<file path="src/rtl/dual_rail_shift_pipe_pkg.sv">
// Shared types and helpers for the dual-rail CORDIC datapath.
//   dual_rail_t  : one dual-rail bit, [1] = data_1 rail, [0] = data_0 rail
//   shift_mode_t : SH_LSL / SH_LSR / SH_ASR
//   in_state_t   : four-phase input acceptor states
//   dr_complete / dr_null / dr_illegal : per-bit codeword classification
package pa_AsyncCordic;

  localparam int unsigned RW = 7;

  typedef logic [1:0] dual_rail_t;

  localparam dual_rail_t DR_NULL = 2'b00;
  localparam dual_rail_t DR_ZERO = 2'b01;
  localparam dual_rail_t DR_ONE  = 2'b10;

  typedef enum logic [1:0] {
    SH_LSL = 2'd0,
    SH_LSR = 2'd1,
    SH_ASR = 2'd2
  } shift_mode_t;

  typedef enum logic {
    IN_WAIT_DATA = 1'b0,
    IN_WAIT_NULL = 1'b1
  } in_state_t;

  function automatic logic dr_complete(input dual_rail_t b);
    return b[1] ^ b[0];
  endfunction

  function automatic logic dr_null(input dual_rail_t b);
    return b == DR_NULL;
  endfunction

  function automatic logic dr_illegal(input dual_rail_t b);
    return &b;
  endfunction

endpackage

</file>
<file path="src/rtl/dual_rail_shift_pipe_if.sv">
// Bus bundle for dual_rail_shift_pipe.
//   in_data/in_shamt/in_mode : four-phase dual-rail operand side, in_ack acknowledge
//   out_data/out_valid/out_ready : valid/ready result side
// master = producer/consumer environment, slave = the shifter.
interface dual_rail_shift_pipe_if #(
  parameter int unsigned SIZE    = pa_AsyncCordic::RW,
  parameter int unsigned SHIFT_W = 4
);
  import pa_AsyncCordic::*;

  dual_rail_t [SIZE:0]  in_data;
  logic [SHIFT_W-1:0]   in_shamt;
  shift_mode_t          in_mode;
  logic                 in_ack;
  dual_rail_t [SIZE:0]  out_data;
  logic                 out_valid;
  logic                 out_ready;

  modport master (
    output in_data, in_shamt, in_mode, out_ready,
    input  in_ack, out_data, out_valid
  );

  modport slave (
    input  in_data, in_shamt, in_mode, out_ready,
    output in_ack, out_data, out_valid
  );

endinterface

</file>
<file path="src/rtl/dual_rail_shift_level.sv">
// One combinational barrel level: shifts a dual-rail word by the fixed amount
// SHIFT when en is high, otherwise passes it through.
//   din/dout : dual-rail word
//   en       : apply this level's shift
//   mode     : SH_LSL shifts toward MSB, SH_LSR/SH_ASR toward LSB
//   fill     : codeword placed into vacated positions
module dual_rail_shift_level
  import pa_AsyncCordic::*;
#(
  parameter int unsigned SIZE  = RW,
  parameter int unsigned SHIFT = 1
) (
  input  dual_rail_t [SIZE:0] din,
  input  logic                en,
  input  shift_mode_t         mode,
  input  dual_rail_t          fill,
  output dual_rail_t [SIZE:0] dout
);

  for (genvar i = 0; i <= SIZE; i++) begin : g_bit
    dual_rail_t from_lo;
    dual_rail_t from_hi;

    if (i >= SHIFT) begin : g_lo
      assign from_lo = din[i - SHIFT];
    end else begin : g_lo_fill
      assign from_lo = fill;
    end

    if (i + SHIFT <= SIZE) begin : g_hi
      assign from_hi = din[i + SHIFT];
    end else begin : g_hi_fill
      assign from_hi = fill;
    end

    assign dout[i] = !en ? din[i] : (mode == SH_LSL) ? from_lo : from_hi;
  end

endmodule

</file>
<file path="src/rtl/dual_rail_shift_pipe.sv">
// Pipelined barrel shifter for dual-rail operands. A four-phase (data/NULL)
// acceptor loads stage 0; SHIFT_W binary levels are spread evenly over
// PIPE_STAGES registered stages; the last stage drives a valid/ready output.
//   clk, arst   : clock, synchronous active-high reset
//   bus (slave) : in_data/in_shamt/in_mode/in_ack, out_data/out_valid/out_ready
//   err_illegal : sticky flag for a both-rails-high bit seen while waiting for data
// Optional feature macro: DR_ILLEGAL_CHECK_EN (illegal-codeword detection).
module dual_rail_shift_pipe
  import pa_AsyncCordic::*;
#(
  parameter int unsigned SIZE        = RW,
  parameter int unsigned SHIFT_W     = 4,
  parameter int unsigned PIPE_STAGES = 2
) (
  input  logic                  clk,
  input  logic                  arst,
  dual_rail_shift_pipe_if.slave bus,
  output logic                  err_illegal
);

  localparam int unsigned LVLS = SHIFT_W / PIPE_STAGES;
  localparam int unsigned LAST = PIPE_STAGES - 1;

  typedef dual_rail_t [SIZE:0] word_t;

  word_t              data_q  [PIPE_STAGES];
  logic [SHIFT_W-1:0] shamt_q [PIPE_STAGES];
  shift_mode_t        mode_q  [PIPE_STAGES];
  word_t              stage_d [PIPE_STAGES];
  logic [LAST:0]      valid_q;
  logic [LAST:0]      ld;

  in_state_t state_q, state_d;
  logic      ack_q, ack_d;
  logic      accept;
  logic      in_complete, in_null;

  always_comb begin
    in_complete = 1'b1;
    in_null     = 1'b1;
    for (int unsigned i = 0; i <= SIZE; i++) begin
      in_complete = in_complete && dr_complete(bus.in_data[i]);
      in_null     = in_null && dr_null(bus.in_data[i]);
    end
  end

  // A stage may load when it is empty or anything downstream of it moves,
  // so bubbles close up while the output is stalled.
  always_comb begin
    logic go;
    go = bus.out_ready;
    ld = '0;
    for (int unsigned k = 0; k < PIPE_STAGES; k++) begin
      go = go || !valid_q[LAST - k];
      ld[LAST - k] = go;
    end
  end

`ifdef DR_ILLEGAL_CHECK_EN
  logic in_illegal;
  logic err_set;
  logic err_q;

  always_comb begin
    in_illegal = 1'b0;
    for (int unsigned i = 0; i <= SIZE; i++)
      in_illegal = in_illegal || dr_illegal(bus.in_data[i]);
  end
`endif

  always_comb begin
    state_d = state_q;
    ack_d   = ack_q;
    accept  = 1'b0;
`ifdef DR_ILLEGAL_CHECK_EN
    err_set = 1'b0;
`endif
    case (state_q)
      IN_WAIT_DATA: begin
`ifdef DR_ILLEGAL_CHECK_EN
        // Illegal word is consumed without acknowledge; resume after its NULL.
        if (in_illegal) begin
          err_set = 1'b1;
          state_d = IN_WAIT_NULL;
        end else
`endif
        if (in_complete && ld[0]) begin
          accept  = 1'b1;
          ack_d   = 1'b1;
          state_d = IN_WAIT_NULL;
        end
      end
      IN_WAIT_NULL: begin
        if (in_null) begin
          ack_d   = 1'b0;
          state_d = IN_WAIT_DATA;
        end
      end
      default: state_d = IN_WAIT_DATA;
    endcase
  end

  always_ff @(posedge clk) begin
    if (arst) begin
      state_q <= IN_WAIT_DATA;
      ack_q   <= 1'b0;
    end else begin
      state_q <= state_d;
      ack_q   <= ack_d;
    end
  end

`ifdef DR_ILLEGAL_CHECK_EN
  always_ff @(posedge clk) begin
    if (arst)         err_q <= 1'b0;
    else if (err_set) err_q <= 1'b1;
  end
  assign err_illegal = err_q;
`else
  assign err_illegal = 1'b0;
`endif

  for (genvar s = 0; s < PIPE_STAGES; s++) begin : g_stage
    word_t            src;
    logic [LVLS-1:0]  src_en;
    shift_mode_t      src_mode;
    word_t            lvl [LVLS+1];

    if (s == 0) begin : g_in
      assign src      = bus.in_data;
      assign src_en   = bus.in_shamt[0 +: LVLS];
      assign src_mode = bus.in_mode;
    end else begin : g_reg
      assign src      = data_q[s-1];
      assign src_en   = shamt_q[s-1][s*LVLS +: LVLS];
      assign src_mode = mode_q[s-1];
    end

    assign lvl[0] = src;

    for (genvar j = 0; j < LVLS; j++) begin : g_lvl
      dual_rail_t fill;
      // ASR keeps the sign in the MSB at every level, so the current MSB
      // is always the original sign rail pair.
      assign fill = (src_mode == SH_ASR) ? lvl[j][SIZE] : DR_ZERO;

      dual_rail_shift_level #(
        .SIZE  (SIZE),
        .SHIFT (2 ** (s * LVLS + j))
      ) u_level (
        .din  (lvl[j]),
        .en   (src_en[j]),
        .mode (src_mode),
        .fill (fill),
        .dout (lvl[j+1])
      );
    end

    assign stage_d[s] = lvl[LVLS];
  end

  always_ff @(posedge clk) begin
    if (arst) begin
      valid_q <= '0;
      for (int unsigned s = 0; s < PIPE_STAGES; s++) begin
        data_q[s]  <= '0;
        shamt_q[s] <= '0;
        mode_q[s]  <= SH_LSL;
      end
    end else begin
      if (ld[0]) begin
        valid_q[0] <= accept;
        data_q[0]  <= stage_d[0];
        shamt_q[0] <= bus.in_shamt;
        mode_q[0]  <= bus.in_mode;
      end
      for (int unsigned s = 1; s < PIPE_STAGES; s++) begin
        if (ld[s]) begin
          valid_q[s] <= valid_q[s-1];
          data_q[s]  <= stage_d[s];
          shamt_q[s] <= shamt_q[s-1];
          mode_q[s]  <= mode_q[s-1];
        end
      end
    end
  end

  assign bus.in_ack    = ack_q;
  assign bus.out_valid = valid_q[LAST];
  assign bus.out_data  = valid_q[LAST] ? data_q[LAST] : '0;

endmodule
</file>
<file path="src/flat_wrapper.sv">
// flat-port wrapper written by rule: the top's interface ports become plain ports
module dual_rail_shift_pipe_flat import pa_AsyncCordic::*;
#(
  parameter int unsigned SIZE        = RW,
  parameter int unsigned SHIFT_W     = 4,
  parameter int unsigned PIPE_STAGES = 2
)
  (clk, arst, err_illegal, bus_in_data, bus_in_shamt, bus_in_mode, bus_out_ready, bus_in_ack, bus_out_data, bus_out_valid);
  dual_rail_shift_pipe_if #(.SIZE(SIZE), .SHIFT_W(SHIFT_W)) bus_i ();
  input  logic clk;
  input  logic arst;
  output logic err_illegal;
  input wire logic [$bits(bus_i.in_data)-1:0] bus_in_data;
  input wire logic [$bits(bus_i.in_shamt)-1:0] bus_in_shamt;
  input wire logic [$bits(bus_i.in_mode)-1:0] bus_in_mode;
  input wire logic [$bits(bus_i.out_ready)-1:0] bus_out_ready;
  output wire logic [$bits(bus_i.in_ack)-1:0] bus_in_ack;
  output wire logic [$bits(bus_i.out_data)-1:0] bus_out_data;
  output wire logic [$bits(bus_i.out_valid)-1:0] bus_out_valid;
  assign bus_i.in_data = bus_in_data;
  assign bus_i.in_shamt = bus_in_shamt;
  assign bus_i.in_mode = bus_in_mode;
  assign bus_i.out_ready = bus_out_ready;
  assign bus_in_ack = bus_i.in_ack;
  assign bus_out_data = bus_i.out_data;
  assign bus_out_valid = bus_i.out_valid;
  dual_rail_shift_pipe #(.SIZE(SIZE), .SHIFT_W(SHIFT_W), .PIPE_STAGES(PIPE_STAGES)) u_core (.clk(clk), .arst(arst), .bus(bus_i), .err_illegal(err_illegal));
endmodule
</file>
<file path="config.mk">
export PLATFORM = sky130hd
export DESIGN_NAME = dual_rail_shift_pipe_flat
export DESIGN_NICKNAME = d
export VERILOG_FILES = /design/src/rtl/dual_rail_shift_pipe_pkg.sv /design/src/rtl/dual_rail_shift_pipe_if.sv /design/src/rtl/dual_rail_shift_level.sv /design/src/rtl/dual_rail_shift_pipe.sv /design/src/flat_wrapper.sv
export SDC_FILE = /design/constraint.sdc
export NUM_CORES = 1
export LEC_CHECK = 0
export BUFFER_PORTS_ARGS = -buffer_cell sky130_fd_sc_hd__buf_2
export CORE_MARGIN = 2
export CORE_UTILIZATION = 50
export CTS_CLUSTER_DIAMETER = 60
export DETAILED_ROUTE_END_ITERATION = 6
export GPL_ROUTABILITY_DRIVEN = 0
export PLACE_DENSITY = 0.8
export SYNTH_ARGS = -nofsm -noshare
export SYNTH_HDL_FRONTEND = slang
export SYNTH_SLANG_ARGS = --single-unit
</file>
<file path="constraint.sdc">
create_clock -name clk -period 2.1 [get_ports clk]
set_input_delay 0.105 -clock clk [delete_from_list [all_inputs] [get_ports clk]]
set_output_delay 0.105 -clock clk [all_outputs]
set_load 0.005 [all_outputs]
</file>
==> metrics.md <==
| Metric | Value |
|---|---|
| Worst Setup End Kind | flop |
| Port Buffers | 42 |
| Wire length of the first global-routing pass | 10300 um |
| Category of the worst setup path launch point | flop |
| Global-route congestion overflow total | 0 |
| Critical path cell sequence | or4b_1 > a21oi_2 > nor3b_2 > o21bai_1 |
| Number of instances in the placed design | 417 |
| Skew-Pair Late Insertion Delay | 0.30 ns |
| Number of antenna violations at the first check in global routing | 0 |
| Maximum net fanout on the critical path | 6 |
| Instance count of the mapped netlist | 315 |
| Proportion of synthesized chip area in sequential cells | 41.3% |
| Non-Filler Instances | 425 |
| Routed wire length | 6300 um |
| Count of instances resized after the clock tree is built | 0 |
| CTS tree | done |
| Area post-placement | 0.00307 mm2 |
| Total setup buffers inserted after CTS | 0 |
| Combined area of all synthesized cells | 0.00281 mm2 |
| Cell taking the most area after synthesis | sky130_fd_sc_hd__edfxtp_1 |
| Power density normalized to cell area | 593 mW/mm2 |
| Outcome | finished clean |
| Final non-filler cell area | 0.00319 mm2 |
| Hold-fix buffer count after cts | 0 |
| DR WL/cell | 14.8 um |
| DRC marker count from the first detailed-route iteration | 214 |
| Main synth FF type | sky130_fd_sc_hd__edfxtp_1 |
| Post-Route Skew | 0.0102 ns |
| Row count | 27 |
| Classification of the worst-slack hold path | input pin to flop |
| Die Ht | 79 um |
| Data arrival time at the worst-slack endpoint | 1.73 ns |
| Total of endpoints with negative setup slack in the final report | 0 |
| Time the worst path needs with I/O delays and setup | 1.70 ns |
| Number of distinct library cells after synthesis | 55 |
| Transition time of the tightest slew-check pin | 0.763 ns |
| Synthesis-to-layout area growth | 13.4% |
| Width of the die | 79 um |
| Switching power | 482 uW |
| Top area cells in the synthesized netlist | sky130_fd_sc_hd__edfxtp_1 (38%), sky130_fd_sc_hd__nand2_1 (4.8%), sky130_fd_sc_hd__and2_1 (4.4%), sky130_fd_sc_hd__ha_1 (3.6%), sky130_fd_sc_hd__inv_1 (3.2%) |
| Peak clock frequency supported by timing | 0.590 GHz |
| Flops & latches, synth | 40 |
| GRT Resource Usage Total | 20.9% |
| Switching part of the total | 25.5% |
| Number of nets with antenna violations after routing | 0 |
| Mean number of vias per cell | 5.94 |
| Critical-path cell with the highest stage delay | sky130_fd_sc_hd__or4b_1 |
| Via total after detailed routing | 2523 |
| Number of levels the H-tree was split into | 2 |
| Type of the worst setup path | flop to flop |
| Share of async-settable or async-resettable flops after synthesis | 0% |
| Number of nets in the layout | 385 |
| Worst-case clock buffer depth | 2 |
| Unrepaired setup endpoints after global routing | no |
| Part of the power in registers | 49.9% |
| Clock Pin Slew Worst Setup and Hold Paths | 0.08 ns |
| Final slew viol count | 0 |
| Die footprint | 0.00624 mm2 |
| Clock buffer count from CTS | 5 |
| Post-Synthesis Mean Instance Area | 8.93 um2 |
| Leakage | 0.00139 uW |
| N_diodes | 0 |
| Share of layout cells above drive strength 1 | 20.1% |
| Number of enable-type register cells in the synthesized netlist | 36 |
| Share of the synthesized area in the top cell type | 38.4% |
| Starting density of the core | 51.4% |
| Commonest non-fill, non-tap cells in the layout | sky130_fd_sc_hd__buf_2 (42), sky130_fd_sc_hd__nand2_1 (36), sky130_fd_sc_hd__edfxtp_1 (36), sky130_fd_sc_hd__inv_1 (24), sky130_fd_sc_hd__nor2_1 (22) |
| Yosys warning count | 0 |
| Hold Vio Cnt, Final | 0 |
| Logic gate share of total power | 17.2% |
| Internal Power | 1410 uW |
| Most common cell after layout, fill and taps aside | sky130_fd_sc_hd__buf_2 |
| Pin count of the biggest net entering global routing | 49 |
| Clock power frac | 32.9% |
| Vias in the first global route | 2217 |
| Drt pass-1 iters | 5 |
| Clock sink total | 40 |
| Placeable Area | 0.00547 mm2 |
| Number of top-level pins | 44 |
| HPWL after detailed placement | 4690 um |
| Worst path max stage delay | 0.56 ns |
| Final routed DRC violation total | 0 |
| Peak VDD IR | 0.380 mV |
| Aggregate negative setup slack | 0 ns |
| Maxcap violations | 0 |
| Data required time of the worst path | 2.14 ns |
| Synthesized net count | 348 |
| Clock root buffer master | sky130_fd_sc_hd__clkbuf_8 |
| Worst slew margin relative to its limit | 49.2% |
| Period Utilization, post-route | 80.8% |
## sequential cells by signal (all words and copies together), names as in the netlist
register	cells
u_core.bus.in_ack	1
u_core.state_q	1
u_core.shamt_q	2
u_core.mode_q	2
u_core.data_q	32
u_core.valid_q	2
## power by group through the flow
| stage | clock (uW) | sequential, uW | combinational [uW] |
|---|---|---|---|
| global placement | 0 | 959 | 309 |
| finish | 621 | 944 | 325 |
| global route | 664 | 950 | 360 |
| floorplan | 0 | 953 | 225 |
| CTS | 627 | 944 | 319 |
| detailed placement | 0 | 962 | 317 |
## Yosys cell counts, drive strengths merged, types with 2 or more instances
cell / n
buf: 12
a21o: 5
o21a: 5
and2: 20
nand3b: 2
nand2: 36
a21oi: 17
inv: 24
a211oi: 9
dfxtp: 4
mux2i: 2
nor3: 4
a31oi: 12
and3: 3
nand4: 3
o22ai: 10
o221a: 2
o21bai: 6
a22oi: 2
nor3b: 2
nand3: 2
nand2b: 6
ha: 8
clkbuf: 10
nor2: 23
a211o: 3
nand4b: 2
o21ai: 16
a311oi: 5
nor2b: 8
edfxtp: 36
## layout make-up
type / count / area [um2]
Clock buffer: 5 / 68.8
Clock inverter: 3 / 46.3
Fill cell: 498 / 2280
Inverter: 25 / 93.8
Multi-Input combinational cell: 228 / 1440
Sequential cell: 40 / 1160
Tap cell: 72 / 90.1
Timing Repair Buffer: 52 / 285
## stage by stage
stage          utilization, %  worst slack, ns  hold WS, ns  total power, uW
4_1_cts                  58.3            0.401       0.0454             1890
6_report                 58.3            0.404       0.0515             1890
5_1_grt                  58.3            0.349       0.0552             1970
3_3_place_gp             56.2            0.490        0.349             1270
2_1_floorplan               -            0.508        0.177             1180
3_5_place_dp             56.2            0.414        0.353             1280
## routing by layer
layer  vias up  GRT usage [%]  routed length, um
met2       149           34.1               2910
met5         -              0                  0
met4         0           8.97                210
met1      1127           26.7               2610
li1       1218              -                  -
met3        29           4.77                565
## worst paths after layout
| kind | from | endpoint | slack (ns) | cells past startpoint |
|---|---|---|---|---|
| worst max-delay path | u_core.mode_q[0][1] | u_core.data_q[0][18] | 0.40 | 4 |
| worst min register to register | u_core.state_q | u_core.state_q | 0.50 | 2 |
| worst min-delay path | arst | u_core.valid_q[1] | 0.05 | 2 |
| worst max register to register | u_core.mode_q[0][1] | u_core.data_q[0][18] | 0.40 | 4 |
## critical path, delay by kind of cell (launching register included)
| kind | cells | cell delay [ns] |
|---|---|---|
| AO/OA/AOI/OAI | 2 | 0.39 |
| flip-flops | 1 | 0.39 |
| AND/OR/NAND/NOR | 2 | 0.66 |
## cells by family after synthesis
family / synth area share [%]
AO/OA/AOI/OAI: 24.6
adder cells (fa/ha/maj): 3.56
buffers and inverters: 7.38
flip-flops: 41.3
multiplexers: 1.51
other: 0.133
AND/OR/NAND/NOR: 21.6
Power figures use the tool's default switching activity.
